## src/rtl/mem_bus_pkg.sv

```systemverilog
// Shared types and constants for the memory-map interconnect.
package mem_bus_pkg;

    typedef enum logic [1:0] {
        IDLE   = 2'd0,
        ACCESS = 2'd1,
        RESP   = 2'd2
    } state_t;

    localparam int          LATW        = 4;
    localparam logic [31:0] ERR_PATTERN = 32'hDEAD_BEEF;

endpackage

```

## src/rtl/mem_bus_fabric_if.sv

```systemverilog
// Processor-side data port of the fabric: request, response and status.
interface mem_bus_fabric_if #(
    parameter int AW = 32,
    parameter int DW = 32
) ();
    logic          req;
    logic          we;
    logic [AW-1:0] addr;
    logic [DW-1:0] wdata;
    logic          ack;
    logic [DW-1:0] rdata;
    logic          busy;
    logic          err;

    modport master (output req, we, addr, wdata, input ack, rdata, busy, err);
    modport slave  (input req, we, addr, wdata, output ack, rdata, busy, err);
endinterface

```

## src/rtl/mem_bus_decode.sv

```systemverilog
// Address page -> region decode. Takes addr[AW-1:RSHIFT] only; the low
// in-region bits are irrelevant here. Anything outside the NREG regions is
// unmapped (no wrap / aliasing of upper address bits).
module mem_bus_decode #(
    parameter int AW     = 32,
    parameter int NREG   = 4,
    parameter int RSHIFT = 14,
    localparam int IW    = (NREG > 1) ? $clog2(NREG) : 1
) (
    input  logic [AW-RSHIFT-1:0] page_i,
    output logic                 mapped_o,
    output logic [IW-1:0]        idx_o,
    output logic [NREG-1:0]      sel_o
);
    logic upper_zero;

    assign idx_o = page_i[IW-1:0];

    generate
        if (AW - RSHIFT > IW) begin : g_upper
            assign upper_zero = (page_i[AW-RSHIFT-1:IW] == '0);
        end else begin : g_noupper
            assign upper_zero = 1'b1;
        end
    endgenerate

    assign mapped_o = upper_zero && (int'(idx_o) < NREG);

    // One-hot select, all-zero when unmapped
    always_comb begin
        sel_o = '0;
        for (int i = 0; i < NREG; i++)
            if (mapped_o && int'(idx_o) == i) sel_o[i] = 1'b1;
    end
endmodule

```

## src/rtl/mem_bus_fabric.sv

```systemverilog
// Memory-map interconnect: processor data port -> NREG aligned slave regions
// with per-region wait states and registered read data.
// Optional MEM_BUS_ERR_EN: unmapped reads return ERR_PATTERN and pulse err.
module mem_bus_fabric
    import mem_bus_pkg::*;
#(
    parameter int                    AW         = 32,
    parameter int                    DW         = 32,
    parameter int                    NREG       = 4,
    parameter int                    RSHIFT     = 14,
    parameter logic [NREG*LATW-1:0]  REGION_LAT = {NREG{4'd0}}
) (
    input  logic                 clk,
    input  logic                 rst,
    mem_bus_fabric_if.slave      bus,
    output logic [NREG-1:0]      sel,
    output logic                 rd,
    output logic                 wr,
    output logic [AW-1:0]        laddr,
    output logic [DW-1:0]        lwdata,
    input  logic [NREG*DW-1:0]   region_rdata
);
    localparam int IW = (NREG > 1) ? $clog2(NREG) : 1;
`ifdef MEM_BUS_ERR_EN
    localparam logic [DW-1:0] ERR_VAL = DW'(ERR_PATTERN);
`else
    localparam logic [DW-1:0] ERR_VAL = '0;
`endif

    state_t            state_q, state_d;
    logic [LATW-1:0]   cnt_q, cnt_d, lat_ld;
    logic              we_q, mapped_q, first_q;
    logic [IW-1:0]     idx_q;
    logic [NREG-1:0]   sel_q;
    logic [AW-1:0]     laddr_q;
    logic [DW-1:0]     lwdata_q, rdata_q, rsel;

    logic              dec_mapped;
    logic [IW-1:0]     dec_idx;
    logic [NREG-1:0]   dec_sel;

    mem_bus_decode #(.AW(AW), .NREG(NREG), .RSHIFT(RSHIFT)) u_decode (
        .page_i   (bus.addr[AW-1:RSHIFT]),
        .mapped_o (dec_mapped),
        .idx_o    (dec_idx),
        .sel_o    (dec_sel)
    );

    // Wait-state count of the region being requested
    always_comb begin
        lat_ld = '0;
        for (int i = 0; i < NREG; i++)
            if (int'(dec_idx) == i) lat_ld = REGION_LAT[i*LATW +: LATW];
    end

    // Read data of the latched region, error value when unmapped
    always_comb begin
        rsel = ERR_VAL;
        for (int i = 0; i < NREG; i++)
            if (mapped_q && int'(idx_q) == i) rsel = region_rdata[i*DW +: DW];
    end

    // Next state and wait counter
    always_comb begin
        state_d = state_q;
        cnt_d   = cnt_q;
        case (state_q)
            IDLE: if (bus.req) begin
                state_d = ACCESS;
                cnt_d   = lat_ld;
            end
            ACCESS: begin
                if (cnt_q != '0) cnt_d   = cnt_q - 1'b1;
                else             state_d = RESP;
            end
            RESP:    state_d = IDLE;
            default: state_d = IDLE;
        endcase
    end

    // State and counter registers
    always_ff @(posedge clk or negedge rst) begin
        if (!rst) begin
            state_q <= IDLE;
            cnt_q   <= '0;
        end else begin
            state_q <= state_d;
            cnt_q   <= cnt_d;
        end
    end

    // Request latches and read-data capture
    always_ff @(posedge clk or negedge rst) begin
        if (!rst) begin
            we_q     <= 1'b0;
            mapped_q <= 1'b0;
            first_q  <= 1'b0;
            idx_q    <= '0;
            sel_q    <= '0;
            laddr_q  <= '0;
            lwdata_q <= '0;
            rdata_q  <= '0;
        end else begin
            if (state_q == IDLE && bus.req) begin
                we_q     <= bus.we;
                mapped_q <= dec_mapped;
                idx_q    <= dec_idx;
                sel_q    <= dec_sel;
                first_q  <= 1'b1;
                laddr_q  <= AW'(bus.addr[RSHIFT-1:0]);
                if (bus.we) lwdata_q <= bus.wdata;
            end
            if (state_q == ACCESS) begin
                first_q <= 1'b0;
                if (cnt_q == '0 && !we_q) rdata_q <= rsel;
            end
        end
    end

    // Strobes decode straight from state so reset drops them immediately
    assign sel      = (state_q == ACCESS) ? sel_q : '0;
    assign rd       = (state_q == ACCESS) && !we_q;
    assign wr       = (state_q == ACCESS) && we_q && first_q && mapped_q;
    assign laddr    = laddr_q;
    assign lwdata   = lwdata_q;

    assign bus.ack   = (state_q == RESP);
    assign bus.busy  = (state_q != IDLE);
    assign bus.rdata = rdata_q;
`ifdef MEM_BUS_ERR_EN
    assign bus.err   = (state_q == RESP) && !mapped_q;
`else
    assign bus.err   = 1'b0;
`endif
endmodule

```

## src/flat_wrapper.sv

```systemverilog
// flat-port wrapper written by rule: the top's interface ports become plain ports
module mem_bus_fabric_flat import mem_bus_pkg::*;
#(
    parameter int                    AW         = 32,
    parameter int                    DW         = 32,
    parameter int                    NREG       = 4,
    parameter int                    RSHIFT     = 14,
    parameter logic [NREG*LATW-1:0]  REGION_LAT = {NREG{4'd0}}
)
  (clk, rst, sel, rd, wr, laddr, lwdata, region_rdata, bus_req, bus_we, bus_addr, bus_wdata, bus_ack, bus_rdata, bus_busy, bus_err);
  mem_bus_fabric_if #(.AW(AW), .DW(DW)) bus_i ();
  input  logic clk;
  input  logic rst;
  output logic [NREG-1:0] sel;
  output logic rd;
  output logic wr;
  output logic [AW-1:0] laddr;
  output logic [DW-1:0] lwdata;
  input  logic [NREG*DW-1:0] region_rdata;
  input wire logic [$bits(bus_i.req)-1:0] bus_req;
  input wire logic [$bits(bus_i.we)-1:0] bus_we;
  input wire logic [$bits(bus_i.addr)-1:0] bus_addr;
  input wire logic [$bits(bus_i.wdata)-1:0] bus_wdata;
  output wire logic [$bits(bus_i.ack)-1:0] bus_ack;
  output wire logic [$bits(bus_i.rdata)-1:0] bus_rdata;
  output wire logic [$bits(bus_i.busy)-1:0] bus_busy;
  output wire logic [$bits(bus_i.err)-1:0] bus_err;
  assign bus_i.req = bus_req;
  assign bus_i.we = bus_we;
  assign bus_i.addr = bus_addr;
  assign bus_i.wdata = bus_wdata;
  assign bus_ack = bus_i.ack;
  assign bus_rdata = bus_i.rdata;
  assign bus_busy = bus_i.busy;
  assign bus_err = bus_i.err;
  mem_bus_fabric #(.AW(AW), .DW(DW), .NREG(NREG), .RSHIFT(RSHIFT), .REGION_LAT(REGION_LAT)) u_core (.clk(clk), .rst(rst), .bus(bus_i), .sel(sel), .rd(rd), .wr(wr), .laddr(laddr), .lwdata(lwdata), .region_rdata(region_rdata));
endmodule
```

## config.mk

```make
export PLATFORM = sky130hd
export DESIGN_NAME = mem_bus_fabric_flat
export DESIGN_NICKNAME = d
export VERILOG_FILES = /design/src/rtl/mem_bus_pkg.sv /design/src/rtl/mem_bus_fabric_if.sv /design/src/rtl/mem_bus_decode.sv /design/src/rtl/mem_bus_fabric.sv /design/src/flat_wrapper.sv
export SDC_FILE = /design/constraint.sdc
export NUM_CORES = 1
export LEC_CHECK = 0
export ABC_CLOCK_PERIOD_IN_PS = 6200
export CAP_MARGIN = 10
export CORE_AREA = 2 2 117 119
export CTS_BUF_LIST = sky130_fd_sc_hd__clkbuf_16
export CTS_CLUSTER_DIAMETER = 80
export DETAILED_ROUTE_END_ITERATION = 16
export DIE_AREA = 0 0 119 121
export PLACE_DENSITY = 0.78
export SKIP_CTS_REPAIR_TIMING = 1
export SYNTH_ARGS = -nofsm -noshare
export SYNTH_HDL_FRONTEND = slang
export SYNTH_SLANG_ARGS = --single-unit
```

## constraint.sdc

```tcl
create_clock -name clk -period 6.2 [get_ports clk]
set_input_delay 1.24 -clock clk [delete_from_list [all_inputs] [get_ports clk]]
set_output_delay 1.24 -clock clk [all_outputs]
set_load 0.02 [all_outputs]
```

==> Word-level counts from Yosys, hierarchy flattened <==
Cells that the tools add are included.
{ "op_classes": {"n_eq_ne": 11, "n_reduce_logical": 28, "addsub": 1, "n_mux": 17} }
{ "op_table": {"columns": ["operator", "count"], "rows": [
  ["32-bit 2-to-1 mux", 4],
  ["16-bit zero test", 1],
  ["1-bit logical AND", 14],
  ["4-bit 2-to-1 mux", 3],
  ["2-bit equality test (second input constant)", 5],
  ["4-bit case mux with 2 select lines", 1],
  ["2-bit by 1-bit equality test with 1-bit output (second input constant)", 3],
  ["2-bit zero test", 3],
  ["1-bit 2-to-1 mux", 6],
  ["2-bit AND reduction", 3],
  ["2-bit nonzero test", 3],
  ["4-bit zero test", 1],
  ["2-bit 2-to-1 mux", 2],
  ["2-bit != test (second input constant)", 2],
  ["2-bit case mux with 2 select lines", 1],
  ["4-bit nonzero test", 1],
  ["4-bit by 1-bit subtractor with 4-bit output (second input constant)", 1],
  ["3-bit AND reduction", 1],
  ["2-bit by 1-bit != test with 1-bit output (second input constant)", 1],
  ["1-bit zero test", 1]
]} }
{ "totals": {"in_bits": 196, "regBits": 93} }

==> Logic depth before layout (Yosys ltp) <==
{ "logic_depth": {"ltp_word": 6, "mapped_depth": 8, "mapped_depth_nobuf": 5} }

==> Modules after synthesis <==
Synthesis repeated with hierarchy kept, for this count alone.
{ "unflattened": {"hier_cells": 347, "area_unflattened_um2": 4521.8} }
{ "by_module_without_submodules": {"columns": ["module", "instances", "area_each_um2", "seq_area_each_um2", "cells_per_inst"], "rows": [
  ["mem_bus_fabric", 1, 4444.3, 2327.2, 334],
  ["mem_bus_decode", 1, 77.6, 0.0, 13]
]} }

==> Worst setup path after synthesis <==
OpenSTA, ideal clock, no wires.
{ "synth_timing": {"kind": "input -> register", "startpoint": "in bus_req", "endpoint": "reg u_core.lwdata_q[10] (netlist: u_core.lwdata[10])", "n_path_buf": 2, "path_slack_ns": 3.748, "arrival_ns": 2.328, "cell_stages": 5, "t_required_ns": 6.075, "path_cell_list": "nor3b_1 -> and2_1 -> clkbuf_1 -> buf_2 -> mux2_2"} }
{ "synth_between": {"elab_chain_cells": 2} }
{ "synth_lines": {"columns": ["item", "line_no", "rtl"], "rows": [
  ["start: declaration", "flat_wrapper.sv:20", "input wire logic [$bits(bus_i.req)-1:0] bus_req;"],
  ["1-bit logical AND", "mem_bus_fabric.sv:104", "if (state_q == IDLE && bus.req) begin"],
  ["2-bit AND reduction (no source line)", null, null],
  ["end signal: assignment", "mem_bus_fabric.sv:111", "if (bus.we) lwdata_q <= bus.wdata;"],
  ["end: declaration", "mem_bus_fabric.sv:36", "logic [DW-1:0] lwdata_q, rdata_q, rsel;"]
]} }
No other way between the ends.
A chain may end at the register's enable or synchronous reset.

==> Final worst setup path <==
{ "layout_timing": {"startpoint": "reg u_core.state_q[0]", "endpoint": "out sel[2]"} }
{ "layout_between": {"elab_chain_cells": 2} }
{ "layout_lines": {"columns": ["item", "line_no", "rtl"], "rows": [
  ["start: declaration", "mem_bus_fabric.sv:30", "state_t state_q, state_d;"],
  ["start signal: assignment", "mem_bus_fabric.sv:87", "state_q <= state_d;"],
  ["2-bit by 1-bit equality test with 1-bit output", "mem_bus_fabric.sv:121", "assign sel = (state_q == ACCESS) ? sel_q : '0;"],
  ["4-bit 2-to-1 mux", "mem_bus_fabric.sv:121", null],
  ["end: declaration", "flat_wrapper.sv:14", "output logic [NREG-1:0] sel;"]
]} }
No other way between the ends.

==> impl_metrics.tcl <==
set metrics [dict create \
    hp-start "u_core.sel_q[0]$_DFFE_PN0P_" \
    maxClockFrequency_mhz 305 \
    die-area_sq_um 14400 \
    synthDistinctLibCells 35 \
    ff2ff_path_depth 6 \
    fin_tns_setup_ns 0 \
    drtIter0Drc 168 \
    root_buffer "clkbuf_16" \
    cts_buffer_depth 2 \
    fillers 1044 \
    fp.dieH_microns 121 \
    clock-skew-final_ns 0.00378 \
    min_to "u_core.sel_q[0]$_DFFE_PN0P_" \
    grt_pass1_wl_mm 20.7 \
    cts_tree "built" \
    clk_latency_ns 0.34 \
    leakagePower_nw 3.18 \
    first_global_vias 4075 \
    yosys_warnings 0 \
    ant_nets 0 \
    floorplan.rows 42 \
    r2r_start "u_core.cnt_q[0]$_DFFE_PN0P_" \
    finalPower_mw 2.72 \
    worstSetupPathType "register to primary output" \
    synth-edff-count 0 \
    grt_overflow 0 \
    dr.pass1.iters 4 \
    worst_slew_pin_slew_ns 1.04 \
    synth_top_area_share_pct 51.8 \
    synth.most_common_cell "dfrtp_1" \
    finalSetupViolations 0 \
    syn_inst 339 \
    diodes 0 \
    layout_min_cycle_time_ns 3.28 \
    hp-class "register to register" \
    routed_wl_mm 13.3 \
    gp_congestion 0.761 \
    arrival_ns 2.04 \
    io_pins 301 \
    post-route-cell-area_sq_um 7660 \
    area_growth_pct 70.4 \
    cp.required_ns 4.96 \
    drive_above_1_share_pct 14.8 \
    nets 809 \
    dr_total_vias 3824 \
    ys_seq_area_share_pct 51.8 \
    clock_sinks 93 \
    finalCritPeriodShare_pct 52.8 \
    slew_headroom_pct 30.7 \
    r2r_setup_slack_ns 4.02 \
    critPathCaptureType "primary output" \
    cp_max_fo 8 \
    core-area_sq_um 13100 \
    hold_violations 0 \
    vias_per_cell 4.83 \
    grt_usage_pct 18.7 \
    drv_cap 0 \
    synth.area.top_cells "dfrtp_1, mux4_2, mux2_2, a22o_1, nand2_1" \
    drv_slew 0 \
    wl_per_cell_microns 16.9 \
    antenna_found_initial 0 \
    synth_area_per_cell_sq_um 13.3 \
    grt_max_degree 60 \
    powerDensity_nw_per_um2 355 \
    seqCellArea_sq_um 2330 \
    placed_area_sq_um 7370 \
    cts_buffers 9 \
    ys_ff_latch 93 \
    synthTopCellsByCount "dfrtp_1, nand2_1, a22o_1, mux2_2, mux4_2" \
    multi_input_area_sq_um 1970 \
    synth_ff_type "dfrtp_1" \
    start_kind "register" \
    io_buffer_count 281 \
    yosysTopAreaCell "dfrtp_1" \
    drc 0 \
    synth_area_sq_um 4490 \
    crit-reg2reg-capture "u_core.bus.rdata[3]$_DFFE_PN0P_" \
    ys_async_sr_fraction_pct 100 \
    holdPathStages 2 \
    dp_hpwl_mm 10.6 \
    htreeDepth 3 \
    chipWidth_microns 119 \
    rsz0062_at_grt "false" \
    start_util_pct 34.3 \
    status "finished clean" \
    path_clk_slew_ns 0.06 \
    vdd_ir_drop_max_mv 0.160 \
]
## cell usage in the layout, fill, tap and decap left out, types with 2 or more instances in the layout
cell / instances
clkdlybuf4s50_1: 280
dfrtp_1: 92
nand2_1: 57
mux2_2: 32
mux4_2: 32
a22o_1: 32
conb_1: 19
clkbuf_16: 9
buf_4: 6
and2_1: 5
nor2_1: 5
o21ai_0: 5
nand3_1: 4
nor4_1: 4
inv_1: 2
nor2b_1: 2
nand2b_1: 2
nand3b_1: 2
or3_1: 2
ha_1: 2
clkinv_4: 2
clkinvlp_4: 2
## layer usage
metal	share of wire (%)	wire, microns	vias to the layer above	GRT usage [%]
met4	2.3	312	0	7.74
met1	36	4850	1876	20.9
met3	7.6	1010	27	5.45
li1	-	-	1749	-
met5	0	0	-	0
met2	54	7170	172	33.2
## sequential cells by signal, indices dropped and copies added, names as in the netlist, 2 cells and up
name,cells
u_core.bus.rdata,32
u_core.lwdata,32
u_core.laddr,14
u_core.cnt_q,4
u_core.sel_q,4
u_core.idx_q,2
u_core.state_q,2
## stage by stage
step	std cells	util (%)	hold slack, ns	worst slack, ns
detailed placement	775	56.3	0.461	2.05
CTS	791	58.4	0.476	2.39
global route	792	58.5	0.493	2.79
finish	792	58.5	0.471	2.92
global placement	775	56.3	0.448	2.14
floorplan	357	-	0.435	3.75
## layout make-up
type                    count  share of cell area (%)
clock inverters             7                   0.654
well taps                 176                    2.88
inverters                   2                  0.0980
multi-input cells         218                    25.7
flip-flops and latches     93                    30.4
clock buffers               9                    2.94
repair buffers            287                    37.3
## report_power, final
part / switching (mW) / leakage (nW) / internal (mW) / total [mW]
registers: 0.159 / 1.20 / 0.786 / 0.945
logic: 0.564 / 1.86 / 0.704 / 1.27
clock network: 0.233 / 0.129 / 0.272 / 0.505
## cell families (layout without fill, tap and decap cells)
kind of cell | after synthesis | after routing | synth area share, %
simple gates | 89 | 89 | 9.22
fa+ha+maj | 2 | 2 | 0.557
compound gates | 43 | 43 | 7.83
buf+inv | 46 | 305 | 6.24
flops | 93 | 93 | 51.8
mux | 65 | 65 | 24.3
other cells | 1 | 19 | 0.0835
## worst max-delay path, stage by stage (launching register included)
cell and delay, ns:
dfrtp_1 0.46, nor2b_1 0.41, and2_1 0.18, clkdlybuf4s50_1 0.64
## worst max-delay path by stage
stage / from / end / slack [ns]
final: u_core.state_q[0]$_DFFE_PN0P_ / sel[2] / 2.92
after global routing: u_core.state_q[0]$_DFFE_PN0P_ / sel[0] / 2.79
after CTS: bus_req / u_core.lwdata[19]$_DFFE_PN0P_ / 2.39
after detailed placement: bus_req / u_core.lwdata[16]$_DFFE_PN0P_ / 2.05
after global placement: bus_req / u_core.lwdata[18]$_DFFE_PN0P_ / 2.14
after floorplan: bus_req / u_core.lwdata[10]$_DFFE_PN0P_ / 3.75
Note: power is estimated with default switching activity, not from simulation.
